$ cat config.mk
export PLATFORM = sky130hd
export DESIGN_NAME = axis_ascii_int_parser_flat
export DESIGN_NICKNAME = d
export VERILOG_FILES = /design/src/rtl/axis_ascii_int_parser_if.sv /design/src/rtl/axis_ascii_int_parser.sv /design/src/flat_wrapper.sv
export SDC_FILE = /design/constraint.sdc
export NUM_CORES = 1
export LEC_CHECK = 0
export ABC_AREA = 1
export ABC_CLOCK_PERIOD_IN_PS = 4300
export BUFFER_PORTS_ARGS = -buffer_cell sky130_fd_sc_hd__buf_2
export CORE_MARGIN = 10
export CORE_UTILIZATION = 60
export CTS_CLUSTER_DIAMETER = 50
export DETAILED_ROUTE_END_ITERATION = 7
export PLACE_DENSITY = 0.81
export SYNTH_ARGS = -nofsm -noshare
export SYNTH_HDL_FRONTEND = slang
export SYNTH_SLANG_ARGS = --single-unit
$ cat constraint.sdc
create_clock -name clk -period 4.3 [get_ports clk]
set_input_delay 0.43 -clock clk [delete_from_list [all_inputs] [get_ports clk]]
set_output_delay 0.43 -clock clk [all_outputs]
set_load 0.05 [all_outputs]
$ cat src/rtl/axis_ascii_int_parser_if.sv
// axi_stream_if: minimal AXI-Stream bundle (tvalid/tready/tdata/tlast) with master/slave modports
interface axi_stream_if #(parameter int DATA_WIDTH = 8);
  logic                  tvalid;
  logic                  tready;
  logic                  tlast;
  logic [DATA_WIDTH-1:0] tdata;
  modport master(output tvalid, tdata, tlast, input tready);
  modport slave(input tvalid, tdata, tlast, output tready);
endinterface

$ cat src/rtl/axis_ascii_int_parser.sv
// axis_ascii_int_parser: turns an ASCII byte stream into unsigned decimal integers, tlast on the frame's last value
//   clk    : sole clock, rising edge
//   rst_n  : synchronous active-low reset
//   s_axis : 8-bit ASCII bytes in (tvalid/tdata/tlast in, tready out)
//   m_axis : VALUE_WIDTH-bit integers out (tvalid/tdata/tlast out, tready in)
//   AXIS_INT_PARSER_SIGNED_EN : when defined, a leading '-' makes the following number negative
module axis_ascii_int_parser #(
  parameter int VALUE_WIDTH = 32
) (
  input logic         clk,
  input logic         rst_n,
  axi_stream_if.slave  s_axis,
  axi_stream_if.master m_axis
);
  typedef enum logic {RUN, FLUSH} state_e;
  state_e                 state_q, state_d;
  logic [VALUE_WIDTH-1:0] acc_q, acc_d, hold_q, hold_d, out_q, out_d;
  logic [VALUE_WIDTH-1:0] acc_nxt, cur_acc, value;
  logic                   in_num_q, in_num_d, hold_valid_q, hold_valid_d;
  logic                   out_valid_q, out_valid_d, out_last_q, out_last_d;
  logic                   out_free, take, is_digit, complete;
`ifdef AXIS_INT_PARSER_SIGNED_EN
  logic                   neg_q, neg_d, neg_pending_q, neg_pending_d, neg_cur, is_dash;
`endif
  assign out_free      = !out_valid_q || m_axis.tready;
  assign s_axis.tready = rst_n && state_q == RUN && out_free;
  assign take          = s_axis.tvalid && s_axis.tready;
  assign is_digit      = s_axis.tdata >= 8'h30 && s_axis.tdata <= 8'h39;
  assign acc_nxt       = acc_q * VALUE_WIDTH'(10) + VALUE_WIDTH'(s_axis.tdata[3:0]);
  assign cur_acc       = is_digit ? acc_nxt : acc_q;
  // a digit only completes a number when it is the frame's last byte
  assign complete      = is_digit ? s_axis.tlast : in_num_q;
`ifdef AXIS_INT_PARSER_SIGNED_EN
  assign is_dash = s_axis.tdata == 8'h2D;
  assign neg_cur = is_digit && !in_num_q ? neg_pending_q : neg_q;
  assign value   = neg_cur ? VALUE_WIDTH'(0) - cur_acc : cur_acc;
`else
  assign value   = cur_acc;
`endif
  assign m_axis.tvalid = out_valid_q;
  assign m_axis.tdata  = out_q;
  assign m_axis.tlast  = out_last_q;
  always_comb begin
    state_d      = state_q;
    acc_d        = acc_q;
    in_num_d     = in_num_q;
    hold_d       = hold_q;
    hold_valid_d = hold_valid_q;
    out_d        = out_q;
    out_last_d   = out_last_q;
    out_valid_d  = out_valid_q && !m_axis.tready;
`ifdef AXIS_INT_PARSER_SIGNED_EN
    neg_d         = neg_q;
    neg_pending_d = neg_pending_q;
`endif
    if (state_q == FLUSH) begin
      if (out_free) begin
        out_d        = hold_q;
        out_last_d   = 1'b1;
        out_valid_d  = 1'b1;
        hold_valid_d = 1'b0;
        state_d      = RUN;
      end
    end else if (take) begin
      acc_d    = is_digit && !s_axis.tlast ? acc_nxt : '0;
      in_num_d = is_digit && !s_axis.tlast;
      // the held value leaves whenever something newer completes or the frame ends
      if (hold_valid_q && (complete || s_axis.tlast)) begin
        out_d       = hold_q;
        out_valid_d = 1'b1;
        out_last_d  = s_axis.tlast && !complete;
      end else if (complete && s_axis.tlast) begin
        out_d       = value;
        out_valid_d = 1'b1;
        out_last_d  = 1'b1;
      end
      if (complete) hold_d = value;
      hold_valid_d = s_axis.tlast ? hold_valid_q && complete : hold_valid_q || complete;
      // held value and a fresh final value both pending: the final one goes out next cycle
      state_d      = s_axis.tlast && hold_valid_q && complete ? FLUSH : RUN;
`ifdef AXIS_INT_PARSER_SIGNED_EN
      neg_d         = !(complete || s_axis.tlast) && neg_cur;
      neg_pending_d = !s_axis.tlast && is_dash;
`endif
    end
  end
  always_ff @(posedge clk) begin
    if (!rst_n) begin
      state_q      <= RUN;
      acc_q        <= '0;
      in_num_q     <= 1'b0;
      hold_q       <= '0;
      hold_valid_q <= 1'b0;
      out_q        <= '0;
      out_valid_q  <= 1'b0;
      out_last_q   <= 1'b0;
`ifdef AXIS_INT_PARSER_SIGNED_EN
      neg_q         <= 1'b0;
      neg_pending_q <= 1'b0;
`endif
    end else begin
      state_q      <= state_d;
      acc_q        <= acc_d;
      in_num_q     <= in_num_d;
      hold_q       <= hold_d;
      hold_valid_q <= hold_valid_d;
      out_q        <= out_d;
      out_valid_q  <= out_valid_d;
      out_last_q   <= out_last_d;
`ifdef AXIS_INT_PARSER_SIGNED_EN
      neg_q         <= neg_d;
      neg_pending_q <= neg_pending_d;
`endif
    end
  end
endmodule

$ cat src/flat_wrapper.sv
// flat-port wrapper written by rule: the top's interface ports become plain ports
module axis_ascii_int_parser_flat 
#(
  parameter int VALUE_WIDTH = 32
)
  (clk, rst_n, s_axis_tvalid, s_axis_tdata, s_axis_tlast, s_axis_tready, m_axis_tvalid, m_axis_tdata, m_axis_tlast, m_axis_tready);
  axi_stream_if #(.DATA_WIDTH(8)) s_axis_i ();
  axi_stream_if #(.DATA_WIDTH(32)) m_axis_i ();
  input logic clk;
  input logic rst_n;
  input wire logic [$bits(s_axis_i.tvalid)-1:0] s_axis_tvalid;
  input wire logic [$bits(s_axis_i.tdata)-1:0] s_axis_tdata;
  input wire logic [$bits(s_axis_i.tlast)-1:0] s_axis_tlast;
  output wire logic [$bits(s_axis_i.tready)-1:0] s_axis_tready;
  output wire logic [$bits(m_axis_i.tvalid)-1:0] m_axis_tvalid;
  output wire logic [$bits(m_axis_i.tdata)-1:0] m_axis_tdata;
  output wire logic [$bits(m_axis_i.tlast)-1:0] m_axis_tlast;
  input wire logic [$bits(m_axis_i.tready)-1:0] m_axis_tready;
  assign s_axis_i.tvalid = s_axis_tvalid;
  assign s_axis_i.tdata = s_axis_tdata;
  assign s_axis_i.tlast = s_axis_tlast;
  assign s_axis_tready = s_axis_i.tready;
  assign m_axis_tvalid = m_axis_i.tvalid;
  assign m_axis_tdata = m_axis_i.tdata;
  assign m_axis_tlast = m_axis_i.tlast;
  assign m_axis_i.tready = m_axis_tready;
  axis_ascii_int_parser #(.VALUE_WIDTH(VALUE_WIDTH)) u_core (.clk(clk), .rst_n(rst_n), .s_axis(s_axis_i), .m_axis(m_axis_i));
endmodule
==> results_dict.tcl <==
set metrics [dict create \
    port_buffers 47 \
    yosys.area.top_type "dfxtp_1" \
    ys_warn_count 0 \
    post-route-period-util_pct 81.24 \
    rrSetupSlack_ps 810 \
    dr.first_iter.drc_count 684 \
    pin_count 48 \
    fmax_mhz 286.2 \
    place_area_sq_um 8280 \
    antenna_found_initial 0 \
    postSynthCellCount 1270 \
    ir_worst_vdd_uv 211.4 \
    async_reset_ff_share_pct 0 \
    cts_hold_buf 0 \
    grt_pass1_vias 7646 \
    syn_area_per_cell_sq_um 6.219 \
    cp_max_fo 4 \
    viasPerCell 5.451 \
    yosys.area.top_type_share_pct 25.60 \
    cts.sinks 101 \
    yosysSeqAreaShare_pct 25.60 \
    hp-start "s_axis_tdata[0]" \
    grt_pass1_wl_microns 35840 \
    p_leak_nw 4.485 \
    drive_above_1_share_pct 10.89 \
    min_to "u_core.acc_q[0]" \
    antenna_cells 0 \
    rsz0062_at_grt "false" \
    hold_depth 3 \
    syn_nets 1343 \
    numCtsBuffers 9 \
    ys_ff_latch 101 \
    min_period_ps 3494 \
    synth_top_flop_cell "dfxtp_1" \
    worstReg2RegStart "u_core.acc_q[3]" \
    startpoint_type "flip-flop" \
    required_ps 4590 \
    syn2layout_area_growth_pct 8.492 \
    report.final.hold_viol_count 0 \
    setup_violations 0 \
    clock_latency_ps 350 \
    track_usage_pct 23.66 \
    root_buffer "clkbuf_16" \
    crit_path_end_kind "flip-flop" \
    fp.dieH_microns 134.7 \
    die-width_microns 134.7 \
    rows 41 \
    grt.overflow.total 0 \
    synth_area_leaders "dfxtp_1, nand2_1, ha_1, inv_1, a21oi_1" \
    vias 8045 \
    power_density_nw_per_um2 211.6 \
    skew_ps 5.662 \
    maxCapViolations 0 \
    grt_max_degree 53 \
    start_util_pct 61.83 \
    hold_class "input pin to flip-flop" \
    wl_per_cell_microns 14.41 \
    tightestPinTransition_ps 977.0 \
    finalWirelength_microns 21270 \
    post_cts_buffers 0 \
    ant_nets 0 \
    htreeDepth 3 \
    drcViolationCount 0 \
    rr_worst_depth 15 \
    synth-edff-count 0 \
    dp_hpwl_microns 16220 \
    coreArea_sq_um 12770 \
    drt_pass1_iterations 5 \
    postLayoutCellArea_sq_um 8568 \
    syn_area_sq_um 7898 \
    clkTransAtPathRegs_ps 70 \
    nets 1372 \
    clock_path_buffers 2 \
    crit_type "flip-flop to flip-flop" \
    ys_types 40 \
    tritoncts "yes" \
    status "complete, no violations" \
    setup-tns-final_ps 0 \
    place.gp.congestion 0.9611 \
    cts_resized 0 \
    slew_headroom_pct 34.80 \
    place_ws_ps 804.5 \
    die_area_sq_um 18150 \
    finalWorstSetupSlack_ps 806.5 \
    drv_slew 0 \
    crit_arrival_ps 3780 \
    r2r_end "u_core.m_axis.tdata[18]" \
]
layout by cell type, fill, tap and decap left out, types with 4 or more instances in the layout:
cell type / instances
nand2_1: 418
nor2_4: 7
buf_2: 47
inv_2: 10
nand2_2: 19
dfxtp_1: 101
nor2_1: 61
nand3_1: 72
nor2_2: 12
o211ai_1: 4
o21a_1: 6
a21oi_1: 107
buf_4: 11
nor3_1: 7
clkbuf_16: 9
o21bai_1: 12
inv_6: 5
xor2_1: 22
inv_1: 166
xnor2_1: 5
nand4_1: 20
o21ai_0: 65
o21ai_1: 4
nand3_2: 6
a31oi_1: 8
ha_1: 58
nand3b_1: 7
mux2i_1: 5
registers in the layout, summed over array words and instances (netlist names):
name	cells
u_core.hold_q	32
u_core.in_num_q	1
u_core.hold_valid_q	1
u_core.acc_q	32
u_core.m_axis.tlast	1
u_core.m_axis.tvalid	1
u_core.state_q	1
u_core.m_axis.tdata	32
how the worst max path moves through the flow:
stage | startpoint | endpoint | cells after the start
floorplan | u_core.m_axis.tvalid | u_core.acc_q[31] | 8
CTS | u_core.acc_q[3] | u_core.hold_q[21] | 15
global placement | s_axis_tdata[7] | u_core.m_axis.tdata[29] | 14
detailed placement | s_axis_tdata[7] | u_core.m_axis.tdata[28] | 14
global route | u_core.acc_q[3] | u_core.hold_q[21] | 16
finish | u_core.acc_q[3] | u_core.m_axis.tdata[18] | 15
cell families after synthesis:
group                      synth area share [%]
muxes                                    0.6337
DFF                                       25.60
buffers and inverters                     10.55
and+or+nand+nor                           35.66
adders and majority gates                 9.696
xor gates and xnor gates                  3.200
AOI/OAI and AO/OA                         14.65
per-layer routing:
layer	wire length [microns]	global-route usage, %	vias up
met5	0	0	-
met4	648	8.464	0
met3	1008	3.672	48
met2	10220	41.25	214
met1	9396	28.67	3666
li1	-	-	4117
power by group:
| part | internal (W) | switching, W |
|---|---|---|
| sequential | 0.000939 | 0.00000245 |
| combinational | 0.0000182 | 0.0000511 |
| clock | 0.000407 | 0.000395 |
| total | 0.00136 | 0.000449 |
critical path: stages (launching register included):
cell and delay (ps):
dfxtp_1 430, ha_1 270, ha_1 280, fa_1 460
nand2_1 120, nand2_1 100, nand3_1 120, nand2_4 90
xnor2_1 180, nor2_2 180, nand3_1 160, nor2_2 210
xor2_1 100, o21ai_0 470, nand2_1 110, a21oi_1 150
through the flow:
step | power [W] | utilization, % | std cells | hold slack, ps
after floorplan | 0.001009 | - | 1270 | 441.0
after global placement | 0.001031 | 64.83 | 1460 | 448.6
after detailed placement | 0.001032 | 64.83 | 1460 | 453.1
after CTS | 0.001818 | 67.08 | 1476 | 322.0
after global routing | 0.001864 | 67.08 | 1476 | 355.6
final | 0.001813 | 67.08 | 1476 | 331.9
cell usage after synthesis (6+ instances only):
library cell,instances
nand2_1,418
inv_1,166
a21oi_1,107
dfxtp_1,101
nand3_1,72
o21ai_0,65
nor2_1,62
ha_1,58
clkbuf_1,31
xor2_1,22
nand4_1,20
nand2_2,19
o21bai_1,12
nor2_2,11
inv_2,10
a31oi_1,8
nor3_1,8
buf_2,7
nand3b_1,7
nor2_4,7
nand3_2,6
o21a_1,6
layout make-up:
type                            count  area, sq um
Multi-Input combinational cell    950         5054
Tap cell                          172        215.2
Inverter                          179        671.9
Fill cell                        1185         4205
Timing Repair Buffer               58        317.8
Clock inverter                      7        62.56
Clock buffer                        9        225.2
Sequential cell                   101         2022
Note: power is estimated with default switching activity, not from simulation.
